--- config.mk ---
export PLATFORM = sky130hd
export DESIGN_NAME = sha_msg_feeder_flat
export DESIGN_NICKNAME = d
export VERILOG_FILES = /design/src/rtl/sha_feed_pkg.sv /design/src/rtl/sha_msg_feeder_if.sv /design/src/rtl/sha_pad_word.sv /design/src/rtl/sha_msg_feeder.sv /design/src/flat_wrapper.sv
export SDC_FILE = /design/constraint.sdc
export NUM_CORES = 1
export LEC_CHECK = 0
export CAP_MARGIN = 10
export CORE_AREA = 2 2 349 351
export DETAILED_ROUTE_END_ITERATION = 6
export DIE_AREA = 0 0 351 353
export PLACE_DENSITY_LB_ADDON = 0.05
export REMOVE_ABC_BUFFERS = 1
export SLEW_MARGIN = 30
export SYNTH_ARGS = -nofsm -noshare
export SYNTH_HDL_FRONTEND = slang
export SYNTH_SLANG_ARGS = --single-unit
export TNS_END_PERCENT = 5
--- constraint.sdc ---
create_clock -name clk -period 22.4 [get_ports clk]
set_input_delay 2.24 -clock clk [delete_from_list [all_inputs] [get_ports clk]]
set_output_delay 2.24 -clock clk [all_outputs]
set_load 0.03 [all_outputs]
--- src/rtl/sha_feed_pkg.sv ---
// Shared definitions for the SHA-256 message feeder.
// Contents: block-type encodings, FSM state type, padding constants,
//           header depth and a byte-swap helper for the nonce.
package sha_feed_pkg;

    typedef enum logic [1:0] {
        MODE_HDR0 = 2'd0,   // first 64 bytes of the 80-byte header
        MODE_HDR1 = 2'd1,   // header tail + nonce + padding
        MODE_DIG  = 2'd2,   // second pass over a 256-bit digest
        MODE_RSVD = 2'd3
    } feed_mode_e;

    typedef enum logic {
        ST_IDLE  = 1'b0,
        ST_SERVE = 1'b1
    } feed_state_e;

    localparam logic [31:0] PAD_WORD  = 32'h8000_0000;
    localparam logic [31:0] LEN_HDR   = 32'h0000_0280;  // 640-bit header
    localparam logic [31:0] LEN_DIG   = 32'h0000_0100;  // 256-bit digest
    localparam int          HDR_WORDS = 20;

    // The nonce arrives as a native integer but is hashed little-endian.
    function automatic logic [31:0] bswap32(input logic [31:0] w);
        return {w[7:0], w[15:8], w[23:16], w[31:24]};
    endfunction

endpackage

--- src/rtl/sha_msg_feeder_if.sv ---
// Word-fetch handshake between a SHA-256 core and the message feeder.
// Ports: rq/addr driven by the core (master); rdy/data returned by the
//        feeder (slave) one cycle after an accepted request.
interface sha_msg_feeder_if;
    logic        rq;
    logic [3:0]  addr;
    logic        rdy;
    logic [31:0] data;

    modport master (output rq, addr, input rdy, data);
    modport slave  (input rq, addr, output rdy, data);
endinterface

--- src/rtl/sha_pad_word.sv ---
// Combinational word selector for the padded blocks (HDR1 and DIG).
// Inputs : mode, word index addr, header words 16..18, byte-swapped nonce,
//          256-bit digest (word 0 in [255:224]).
// Output : word, the 32-bit message word for that index (0 for HDR0/RSVD,
//          which the top serves straight from the header array).
module sha_pad_word
    import sha_feed_pkg::*;
(
    input  feed_mode_e  mode,
    input  logic [3:0]  addr,
    input  logic [31:0] hdr16,
    input  logic [31:0] hdr17,
    input  logic [31:0] hdr18,
    input  logic [31:0] nonce,
    input  logic [255:0] digest,
    output logic [31:0] word
);

    logic [7:0][31:0] dig_w;

    // dig_w[7] is digest word 0.
    assign dig_w = digest;

    always_comb begin
        word = '0;
        case (mode)
            MODE_HDR1: begin
                case (addr)
                    4'd0:    word = hdr16;
                    4'd1:    word = hdr17;
                    4'd2:    word = hdr18;
                    4'd3:    word = nonce;
                    4'd4:    word = PAD_WORD;
                    4'd15:   word = LEN_HDR;
                    default: word = '0;
                endcase
            end
            MODE_DIG: begin
                if (addr[3] == 1'b0) begin
                    word = dig_w[3'd7 - addr[2:0]];
                end else if (addr == 4'd8) begin
                    word = PAD_WORD;
                end else if (addr == 4'd15) begin
                    word = LEN_DIG;
                end
            end
            default: word = '0;
        endcase
    end

endmodule

--- src/rtl/sha_msg_feeder.sv ---
// Serves 16-word SHA-256 message blocks to a hash core on request.
// Ports: clk, rst (sync, active-high); load_we/load_addr/load_data write the
//        20-word header; arm/mode/nonce_in/digest_in start a block; core is
//        the rq/addr -> rdy/data fetch interface; busy, block_done, err status.
//
// state    | meaning
// ---------+-------------------------------------------------------------
// ST_IDLE  | waiting for arm; header writable; requests ignored
// ST_SERVE | answering word requests until 16 words have been returned
module sha_msg_feeder
    import sha_feed_pkg::*;
(
    input  logic            clk,
    input  logic            rst,
    input  logic            load_we,
    input  logic [4:0]      load_addr,
    input  logic [31:0]     load_data,
    input  logic            arm,
    input  logic [1:0]      mode,
    input  logic [31:0]     nonce_in,
    input  logic [255:0]    digest_in,
    sha_msg_feeder_if.slave core,
    output logic            busy,
    output logic            block_done,
    output logic            err
);

    feed_state_e  state_q, state_d;
    logic [3:0]   cnt_q, cnt_d;
    logic         rdy_q, rdy_d;
    logic [31:0]  data_q, data_d;
    logic         done_d, err_d;
    logic         start;

    feed_mode_e   mode_q;
    logic [31:0]  nonce_q;
    logic [255:0] digest_q;
    logic [31:0]  hdr [HDR_WORDS];

    logic [31:0]  pad_word;
    logic [31:0]  word_sel;

    assign start = (state_q == ST_IDLE) && arm && (mode != MODE_RSVD);
    assign busy  = (state_q == ST_SERVE);

    assign core.rdy  = rdy_q;
    assign core.data = data_q;

    // Header and latched block parameters are deliberately not reset so a
    // core reset does not force the host to reload the header.
    always_ff @(posedge clk) begin
        if (!rst && load_we && !busy && (load_addr < 5'(HDR_WORDS))) begin
            hdr[load_addr] <= load_data;
        end
    end

    always_ff @(posedge clk) begin
        if (!rst && start) begin
            mode_q   <= feed_mode_e'(mode);
            nonce_q  <= bswap32(nonce_in);
            digest_q <= digest_in;
        end
    end

    sha_pad_word u_pad (
        .mode   (mode_q),
        .addr   (core.addr),
        .hdr16  (hdr[16]),
        .hdr17  (hdr[17]),
        .hdr18  (hdr[18]),
        .nonce  (nonce_q),
        .digest (digest_q),
        .word   (pad_word)
    );

    // The served word is decoded from the requested address, not the count.
    assign word_sel = (mode_q == MODE_HDR0) ? hdr[core.addr] : pad_word;

    always_comb begin
        state_d = state_q;
        cnt_d   = cnt_q;
        rdy_d   = 1'b0;
        data_d  = data_q;
        done_d  = 1'b0;
        err_d   = 1'b0;
        case (state_q)
            ST_IDLE: begin
                if (arm) begin
                    if (mode == MODE_RSVD) begin
                        err_d = 1'b1;
                    end else begin
                        state_d = ST_SERVE;
                        cnt_d   = '0;
                    end
                end
            end
            ST_SERVE: begin
                // A request seen while rdy is high is the one just answered,
                // so it is not accepted again; this forces a gap between pulses.
                if (core.rq && !rdy_q) begin
                    rdy_d  = 1'b1;
                    data_d = word_sel;
                end
                if (rdy_q) begin
                    cnt_d = cnt_q + 4'd1;
                    if (cnt_q == 4'd15) begin
                        state_d = ST_IDLE;
                        done_d  = 1'b1;
                    end
                end
            end
            default: state_d = ST_IDLE;
        endcase
    end

    always_ff @(posedge clk) begin
        if (rst) begin
            state_q    <= ST_IDLE;
            cnt_q      <= '0;
            rdy_q      <= 1'b0;
            data_q     <= '0;
            block_done <= 1'b0;
            err        <= 1'b0;
        end else begin
            state_q    <= state_d;
            cnt_q      <= cnt_d;
            rdy_q      <= rdy_d;
            data_q     <= data_d;
            block_done <= done_d;
            err        <= err_d;
        end
    end

endmodule

--- src/flat_wrapper.sv ---
// flat-port wrapper written by rule: the top's interface ports become plain ports
module sha_msg_feeder_flat import sha_feed_pkg::*;
  (clk, rst, load_we, load_addr, load_data, arm, mode, nonce_in, digest_in, busy, block_done, err, core_rq, core_addr, core_rdy, core_data);
  sha_msg_feeder_if core_i ();
  input  logic clk;
  input  logic rst;
  input  logic load_we;
  input  logic [4:0] load_addr;
  input  logic [31:0] load_data;
  input  logic arm;
  input  logic [1:0] mode;
  input  logic [31:0] nonce_in;
  input  logic [255:0] digest_in;
  output logic busy;
  output logic block_done;
  output logic err;
  input wire logic [$bits(core_i.rq)-1:0] core_rq;
  input wire logic [$bits(core_i.addr)-1:0] core_addr;
  output wire logic [$bits(core_i.rdy)-1:0] core_rdy;
  output wire logic [$bits(core_i.data)-1:0] core_data;
  assign core_i.rq = core_rq;
  assign core_i.addr = core_addr;
  assign core_rdy = core_i.rdy;
  assign core_data = core_i.data;
  sha_msg_feeder u_core (.clk(clk), .rst(rst), .load_we(load_we), .load_addr(load_addr), .load_data(load_data), .arm(arm), .mode(mode), .nonce_in(nonce_in), .digest_in(digest_in), .core(core_i), .busy(busy), .block_done(block_done), .err(err));
endmodule
# Word level (Yosys, flattened, before mapping)
# Memories as Yosys holds them, arrays and structs flattened.
# Cells that the tools add are included.
op_classes:
  add_sub_neg: 2
  order_cmp: 2
  eq_ne: 14
  mux: 22
  bitwise: 3
  n_reduce_logical: 17
op_table:
  columns: ["op", "n"]
  rows:
  - ["one-hot mux 32 bit (6 select lines)", 1]
  - ["2-to-1 mux 32 bit", 4]
  - ["binary-select mux 32 bit (select 3 bit)", 1]
  - ["one-hot mux 32 bit (2 select lines)", 1]
  - ["equality test 4 bit, second input constant", 3]
  - ["2-to-1 mux 4 bit", 3]
  - ["2-to-1 mux 1 bit", 9]
  - ["2-to-1 mux 9 bit", 1]
  - ["equality test 4 x 2 -> 1 bit, second input constant", 2]
  - ["inequality test 2 bit, second input constant", 4]
  - ["one-hot mux 4 bit (2 select lines)", 1]
  - ["logical AND 1 bit", 7]
  - ["OR reduction 3 bit", 2]
  - ["< comparator 5 bit, second input constant", 1]
  - ["adder 4 x 1 -> 4 bit, second input constant", 1]
  - ["equality test 2 bit, second input constant", 2]
  - ["equality test 4 x 1 -> 1 bit, second input constant", 1]
  - ["equality test 4 x 3 -> 1 bit, second input constant", 1]
  - ["logical NOT 4 bit", 1]
  - ["< comparator 3 x 4 -> 1 bit, second input constant", 1]
  - ["logical NOT 1 bit", 3]
  - ["NOT 1 bit", 3]
  - ["AND reduction 3 bit", 1]
  - ["subtractor 3 bit, first input constant", 1]
  - ["5 further kinds", 5]
word_totals:
  regBits: 330
  ramBits: 640
  in_bits: 336
  elab_cells: 70
  mem_count: 1
memory_table:
  columns: ["name", "depth", "width", "rd", "rd_clocked_by_memory_dff", "wr", "line_no", "text"]
  rows:
  - ["u_core.hdr", 20, 32, 4, 0, 1, "sha_msg_feeder.sv:38", "logic [31:0] hdr [HDR_WORDS];"]

# Depth between registers and ports, before layout
depth:
  word_depth: 6
  depth_mapped: 9
  depth_no_buf: 7

# Cells and area by module
# Synthesis repeated with hierarchy kept, for this count alone.
hier_totals:
  cells_unflattened: 1928
  hier_area_um2: 36196.0
by_module_without_submodules:
  columns: ["module", "n_inst", "cells_each", "area_per_inst_um2", "seq_area_each_um2"]
  rows:
  - ["sha_msg_feeder", 1, 1628, 33105.5, 27766.6]
  - ["sha_pad_word", 1, 300, 3090.5, 0.0]

# Worst setup path after synthesis
# Ideal clock, no wire load.
synth_path:
  path_type: "input to register"
  startpoint: "input port rst"
  endpoint: "register u_core.digest_q[0] (enable)"
  setup_ns: 1.295
  arrival_time_ns: 22.315
  required_ns: 21.105
  path_slack_ns: -1.210
  cell_stages: 3
  cell_sequence: "clkbuf_1 > clkbuf_1 > nor3_1"
synth_between:
  elab_chain_cells: 2
synth_rtl:
  columns: ["item", "line_no", "text"]
  rows:
  - ["from (decl)", "flat_wrapper.sv:6", "input logic rst;"]
  - ["logical NOT 1 bit", "sha_msg_feeder.sv:58", "if (!rst && start) begin"]
  - ["logical AND 1 bit", "sha_msg_feeder.sv:58", null]
  - ["to (signal assigned)", "sha_msg_feeder.sv:61", "digest_q <= digest_in;"]
  - ["to (decl)", "sha_msg_feeder.sv:37", "logic [255:0] digest_q;"]
# No other way between the ends.
# A chain may end at the register's enable or synchronous reset.

# Final worst setup path
layout_path:
  startpoint: "input port rst"
  endpoint: "register u_core.nonce_q[29] (enable)"
layout_between:
  elab_chain_cells: 2
layout_rtl:
  columns: ["item", "line_no", "text"]
  rows:
  - ["logical NOT 1 bit", "sha_msg_feeder.sv:58", null]
  - ["logical AND 1 bit", "sha_msg_feeder.sv:58", null]
  - ["to (signal assigned)", "sha_msg_feeder.sv:60", "nonce_q <= bswap32(nonce_in);"]
  - ["to (decl)", "sha_msg_feeder.sv:36", "logic [31:0] nonce_q;"]
# No other way between the ends.

==> metrics.yaml <==
status: "finished, final reports clean"
crit_path_start_kind: "input port"
dieArea_um2: 124000
synth_area_leaders: "edfxtp_1 (75%), mux4_2 (7.3%), mux2i_1 (5.7%)"
grt_start_max_net_pins: 106
synth_seq_area_share_pct: 77.3
finalPower_mw: 3.97
worst_pin_slew_ns: 0.937
post_cts_buffers: 0
wl_per_cell_um: 25.5
fillers: 11000
numClockSinks: 938
synth_top_area_share_pct: 75.1
instances_no_fill: 3969
avgSynthCellArea_um2: 19.8
final_nets: 2586
clk_latency_ns: 0.71
postLayoutCoreUtil_pct: 37.6
io_buffers: 371
ant_nets: 0
drt_iter0_drc: 1279
end_kind: "register"
yosysUniqueCellTypes: 42
met1_usage_pct: 21.7
hold_viol: 0
ys.flop_type: "edfxtp_1"
vias_per_cell: 4.77
numCtsBuffers: 108
vias: 18900
slew_viol_final: 0
r2r-end: "u_core.nonce_q[29]$_DFFE_PP_"
gp_congestion: 0.702
clk_path_buf_depth: 3
min_from: "u_core.cnt_q[3]$_SDFFE_PP0P_"
dp_cells: 3761
holdBufCountCts: 0
clk_pin_slew_worst_paths_ns: 0.06
hold_depth: 1
power_leakage_nw: 14.7
hpwl_mm: 56.5
boundaryPins: 372
synth_common_cells: "edfxtp_1 (898), mux2i_1 (204), mux4_2 (116)"
yosysWarningCount: 0
area.growth.synth_to_final_pct: 26.2
grtUsageMet2_pct: 27.0
start_util_pct: 29.8
critPathKind: "input port to register"
wirelength_mm: 101
max_slew_margin_pct: 37.6
reg2reg_slack_ns: 18.81
grt-ovfl-total: 0
synthArstFlopShare_pct: 0
core_area_um2: 121000
cts_root_buffer: "clkbuf_16"
grt_pass1_vias: 20300
maxCapViolations: 0
ff_latch_area_um2: 27800
clock.fmax_ghz: 0.191
die_y_um: 353
grt_pass1_wl_mm: 145
power_density_nw_per_um2: 87.6
grt_busiest_layer: "met2"
hp-class: "register to register"
rsz0062_at_grt: "false"
multiInputGateArea_um2: 7700
r2r_cells: 4
ctsHtreeMaxLevel: 3
synth-seq-cells: 938
tritoncts: "done"
fin_skew_ns: 0.0274
netlist_instances: 1817
drc: 0
rows: 128
die-width_um: 351
netlist_area_um2: 35900
antenna_found_initial: 5
finalSetupViolations: 0
min_period_ns: 5.23
synth.most_common_cell: "edfxtp_1"
cp.arrival_ns: 5.54
gr-usage-met3_pct: 3.44
peakVddDrop_mv: 0.0559
cp_max_fo: 70
drt_first_pass_iters: 5
hold_end: "u_core.cnt_q[3]$_SDFFE_PP0P_"
regToRegStartpoint: "u_core.busy$_SDFF_PP0_"
synth-edff-count: 898
yosysTopAreaCell: "edfxtp_1"
final.period_utilization_pct: 23.3
cts-resized-gates: 0
drive_gt1_share_pct: 17.2
critPathRequiredTime_ns: 22.71
globalRouteTotalUtil_pct: 16.3
[cell usage in the layout, fill, tap and decap left out, types with 6 or more instances in the layout]
cell	count
clkinv_1	6
clkbuf_1	31
o22ai_1	32
mux4_2	116
a31oi_1	6
mux2_2	28
clkinv_2	23
nand2b_1	7
nor3_2	6
clkbuf_8	19
nor2b_1	11
dfxtp_1	40
nand3_1	31
clkdlybuf4s50_1	367
mux2i_1	204
nor2_1	43
a22oi_1	63
nor2_4	16
clkbuf_16	112
a311oi_1	29
buf_4	52
edfxtp_1	898
nand2_1	46
a2111oi_0	9
and3_1	9
bufinv_16	8
a211oi_1	34
a21oi_1	38
[sequential cells by signal, summed over array words and instances (netlist names)]
register / cells
u_core.hdr: 608
u_core.core.rdy: 1
u_core.cnt_q: 4
u_core.err: 1
u_core.digest_q: 256
u_core.core.data: 32
u_core.nonce_q: 32
u_core.block_done: 1
u_core.mode_q: 2
u_core.busy: 1
[report_power, final]
part | total (mW) | internal (mW) | switching, mW | leakage [nW]
combinational | 0.230 | 0.110 | 0.120 | 4.47
clock | 1.78 | 1.07 | 0.710 | 1.78
sequential | 1.96 | 1.95 | 0.00854 | 8.46
[through the flow]
step                      hold slack (ns)  cell area (um^2)  setup TNS (ns)  setup slack [ns]
after floorplan                     0.431             35300         -217.57            -0.750
after global placement              0.457             41600               0             16.36
after detailed placement            0.458             41700               0             16.37
after CTS                           0.472             45300               0             17.12
after global routing                0.499             45300               0             16.91
final                               0.470             45300               0             17.17
[logic make-up (layout without fill, tap and decap cells)]
logic type	count (synthesis)	after routing	share of synthesized area, %
other	0	2	0
DFF	938	938	77.3
AOI/OAI and AO/OA	224	224	4.41
muxes	348	348	13.8
and+or+nand+nor	192	192	2.53
buffers and inverters	111	636	1.75
adders and majority gates	4	4	0.139
[routing by layer]
layer | share of wire (%) | up-vias
li1 | - | 8371
met1 | 44 | 9976
met2 | 49 | 448
met3 | 4.7 | 143
met4 | 2.3 | 0
met5 | 0 | -
[layout make-up]
| class | instances | area share, % |
|---|---|---|
| clock inverters | 45 | 1.02 |
| flip-flops and latches | 938 | 61.3 |
| inverters | 5 | 0.0414 |
| repair buffers | 425 | 9.21 |
| multi-input cells | 768 | 17.0 |
| well taps | 1625 | 4.49 |
| diodes | 2 | 0.0110 |
| clock buffers | 161 | 6.99 |
[critical path: stages]
cell and delay, ns:
buf_2 0.09, buf_4 0.35, nor3_2 0.52, buf_4 0.57, buf_4 0.69, buf_4 0.81
[worst max path at each step]
stage / startpoint / to / slack (ns) / cells past startpoint
2_1_floorplan: mode[0] / u_core.digest_q[0]$_DFFE_PP_ / -0.75 / 3
3_3_place_gp: core_addr[0] / u_core.core.data[7]$_SDFFE_PP0P_ / 16.36 / 8
3_5_place_dp: core_addr[0] / u_core.core.data[7]$_SDFFE_PP0P_ / 16.37 / 8
4_1_cts: core_addr[0] / u_core.core.data[7]$_SDFFE_PP0P_ / 17.12 / 8
5_1_grt: core_addr[0] / u_core.core.data[7]$_SDFFE_PP0P_ / 16.91 / 8
6_report: rst / u_core.nonce_q[29]$_DFFE_PP_ / 17.17 / 6
No activity file was read; power rests on OpenSTA's default activity.
==> patch 1: new RTL, same settings <==
`data_q` no longer has a reset.
--- a/src/rtl/sha_msg_feeder.sv
+++ b/src/rtl/sha_msg_feeder.sv
@@ -120,3 +120,2 @@
             rdy_q      <= 1'b0;
-            data_q     <= '0;
             block_done <= 1'b0;
@@ -127,3 +126,2 @@
             rdy_q      <= rdy_d;
-            data_q     <= data_d;
             block_done <= done_d;
@@ -133,2 +131,6 @@
 
+    always_ff @(posedge clk) begin
+        data_q <= data_d;
+    end
+
 endmodule
Check against the original RTL: differs if rst is asserted again (counterexample within 4 cycles, from zero or initial values and one cycle with rst high); with rst held inactive, the same outputs for 4 cycles.
==> patch 1 against the unedited design <==
- total power shrank 1.9%
- routed wire length down 9.7%
- clock power fell by 4%
- non-clock buffer count is 14 lower
- setup slack got worse by 0.39 ns
- design area decreased by 0.96%
- sequential cell count is the same
- area after synthesis is 0.75% lower
- register-to-register slack about the same
- critical path type unchanged
- critical endpoint is now u_core.digest_q[93]$_DFFE_PP_
- largest power group unchanged
- highest routed layer is now met5
==> patch 1: results (changes against the unedited design) <==
Pwr
  – Tot Pwr: 3.90 mW (-1.9%)
  – P_leak: 14.4 nW (-1.9%)
  – Max rail drop VDD: 63.1 uV (+13%)
  – Comb power frac: 5.5% (-0.3 points)
  – P_int: 3.09 mW (-1.1%)

Global routing
  – Initial antenna violation count: 4 (-1)
  – GRT Total Usage: 14.8% (-1.5 points)
  – Pin count of the biggest net entering global routing: 89 (-16%)
  – Met2 usage: 24.5% (-2.5 points)
  – M1 GR Usage: 19.8% (-2.0 points)
  – Vias in the first global route: 19094 (-6.0%)
  – First-pass GRT wire length: 132000 um (-9.0%)

Critical path
  – Max Fanout on Critical Path: 67 (-4.3%)
  – Largest stage delay, worst path: 0.77 ns (-0.04 ns)

Detailed routing
  – DR pass1 iterations: 4 (-1)
  – Max Used Layer: met5
  – Drt first-iter violations: 1168 (-8.7%)
  – Metal1 wirelength: 40800 um (-9.6%)
  – Vias per inst: 4.64 (-2.7%)

Clocking
  – Clk_lat worst skew: 0.68 ns (-0.03 ns)

Logic synthesis
  – Synth Instances: 1544 (-15%)
  – Synthesized-area fraction occupied by adder cells: 0.140% (+0.0010 points)
  – Post-synthesis compound-gate area fraction: 1.87% (-2.5 points)
  – Synth unique cells: 41 (-2.4%)
  – Post-synth EDFFs: 930 (+3.6%)
  – Part of the Yosys area used for sequential elements: 78.8% (+1.5 points)

Finish
  – Share of cells above drive strength 1: 21.1% (+3.9 points)
  – Filler cells: 11005 (-0.35%)
  – Post-route insts no fill: 3700 (-6.8%)
  – Post-layout net count: 2325 (-10%)

Place
  – Dpl cell area: 0.0414 mm^2 (-0.67%)
  – Placed cell count: 3499 (-7.0%)

Timing
  – WHS: 0.472 ns (+0.00233 ns)
  – Rel. slew slack: 38.1% (+0.49 points)

Outcome
  – Status: complete, no violations
==> patch 1: cells by family (layout without fill, tap and decap cells) <==
logic type / Yosys count / in the layout
mux: 317 / 317
simple gates: 106 / 106
other cells: 0 / 1
compound gates: 93 / 93
flops: 938 / 938
fa+ha+maj: 4 / 4
buf+inv: 86 / 616
==> patch 1: cell type report <==
| cell class | instances | area (um^2) | share of cell area, % |
|---|---|---|---|
| clock buffer | 128 | 2840 | 6.33 |
| sequential | 938 | 28100 | 62.6 |
| clock inverter | 71 | 609 | 1.36 |
| timing repair buffer | 411 | 4060 | 9.04 |
| tap | 1625 | 2030 | 4.53 |
| antenna | 1 | 2.50 | 0.00557 |
| inverter | 6 | 25.0 | 0.0557 |
| multi-input combinational | 520 | 7230 | 16.1 |
==> patch 1: stage by stage <==
step / worst slack (ns) / utilization (%)
finish: 16.78 / 37.2
global route: 16.46 / 37.2
CTS: 16.46 / 37.2
detailed placement: 15.70 / 34.3
global placement: 15.73 / 34.3
floorplan: -0.750 / -
==> patch 2: new RTL, same flow settings <==
Made on the original files. The package constant `HDR_WORDS` goes from 20 to 30.
--- a/src/rtl/sha_feed_pkg.sv
+++ b/src/rtl/sha_feed_pkg.sv
@@ -20,3 +20,3 @@
     localparam logic [31:0] LEN_DIG   = 32'h0000_0100;  // 256-bit digest
-    localparam int          HDR_WORDS = 20;
+    localparam int          HDR_WORDS = 30;
 
Check against the original RTL: no difference found for any inputs over 4 cycles, from zero or initial values and one cycle with rst high; that may be too few to reach the edited logic, so the function may still have changed.
==> patch 2 against the unedited design <==
- total power decreased by 4.2%
- sequential cell count unchanged
- routed wire length increased by 5.3%
- critical path depth increased by 2
- design area decreased by 0.13%
- count of clock-buffer cells in the layout decreased by 13
- area after synthesis increased by 1.4%
- setup slack got worse by 0.60 ns
- die area unchanged
- via count increased by 4.2%
==> patch 2: results (changes against the unedited design) <==
Logic synthesis
  – Top FF cell, synth: edfxtp_1
  – Synth Instances: 2004 (+10%)
  – Synth unique cells: 48 (+14%)
  – Top cells by area, synth: edfxtp_1 (74%), mux2i_1 (5.8%), mux2_2 (3.1%)
  – Part of the Yosys area used for sequential elements: 76.3% (-1.1 points)

Detailed routing
  – Drt first-iter violations: 1177 (-8.0%)
  – Metal1 wirelength: 47800 um (+5.9%)
  – Routed wire length: 107000 um (+5.3%)
  – Via count: 19727 (+4.2%)
  – Max Used Layer: met5
  – WL met2: 51400 um (+4.4%)
  – DR WL met3: 5760 um (+20%)

Clocking
  – CTS root buf: clkbuf_16
  – Num CTS Buffers: 102 (-5.6%)

Place
  – Final HPWL DP: 65600 um (+16%)
  – Placed cell count: 3924 (+4.3%)

Global routing
  – First-pass GRT wire length: 152000 um (+4.9%)
  – GRT Total Usage: 17.1% (+0.87 points)
  – Pin count of the biggest net entering global routing: 120 (+13%)
  – Met3 Use GR: 3.92% (+0.48 points)
  – Vias in the first global route: 20761 (+2.2%)
  – M1 GR Usage: 23.2% (+1.4 points)
  – Initial antenna violation count: 21 (+16)
  – Met2 usage: 27.8% (+0.84 points)

Critical path
  – R2r worst-path depth: 5 (+1)
  – Max Fanout on Critical Path: 77 (+10%)

Finish
  – Share of cells above drive strength 1: 15.6% (-1.6 points)

Timing
  – Worst Tran Pin Value: 1.15 ns (+0.216 ns)
  – Final Skew: 0.0207 ns (-0.00669 ns)

Pwr
  – Comb power frac: 6.4% (+0.6 points)
  – Max rail drop VDD: 51.0 uV (-8.8%)
  – P_clk: 1.60 mW (-10%)
  – P_leak: 14.5 nW (-1.5%)

Outcome
  – Status: complete, no violations
patch 2: cell count changes after synthesis, sizes merged, moves of 32 or more:
cell and change:
a22oi -32, a211oi +56, nor2b +53, mux4 -81
o22ai +65, o21ai +35, nand2 -32, mux2 +73
patch 2: critical path, stage by stage:
cell,delay (ns)
clkdlybuf4s50_1,0.42
nand2_1,0.11
nand2_1,0.10
nor3_4,0.47
buf_6,0.62
buf_6,0.59
buf_4,0.69
buf_6,0.60
patch 2: cell families after synthesis:
family          Yosys count  synth area share, %
flops                   938                 76.3
compound gates          369                 7.41
mux                     348                 11.1
simple gates            211                 3.02
buf+inv                 134                 2.06
fa+ha+maj                 4                0.137
patch 2: area by class of cell:
class | instances | area (um^2)
fill | 11153 | 75300
clock buffer | 148 | 2880
timing repair buffer | 422 | 4120
antenna | 9 | 22.5
clock inverter | 42 | 295
tap | 1625 | 2030
inverter | 7 | 26.3
multi-input combinational | 932 | 8120
sequential | 938 | 27800
patch 2: worst paths after layout:
kind	startpoint	endpoint	slack [ns]
worst max-delay path	mode[1]	u_core.nonce_q[20]$_DFFE_PP_	16.57
worst min-delay path	u_core.cnt_q[3]$_SDFFE_PP0P_	u_core.cnt_q[3]$_SDFFE_PP0P_	0.49
worst max register to register	u_core.busy$_SDFF_PP0_	u_core.nonce_q[20]$_DFFE_PP_	18.15
worst min register to register	u_core.cnt_q[3]$_SDFFE_PP0P_	u_core.cnt_q[3]$_SDFFE_PP0P_	0.49
patch 2: stage by stage:
step                      util, %  setup slack [ns]  hold slack [ns]  area [um^2]
after floorplan                 -            -0.750            0.431        35700
after global placement       34.8             15.00            0.463        42000
after detailed placement     34.9             14.89            0.477        42000
after CTS                    37.5             15.63            0.491        45200
after global routing         37.5             16.26            0.516        45200
final                        37.5             16.57            0.486        45300
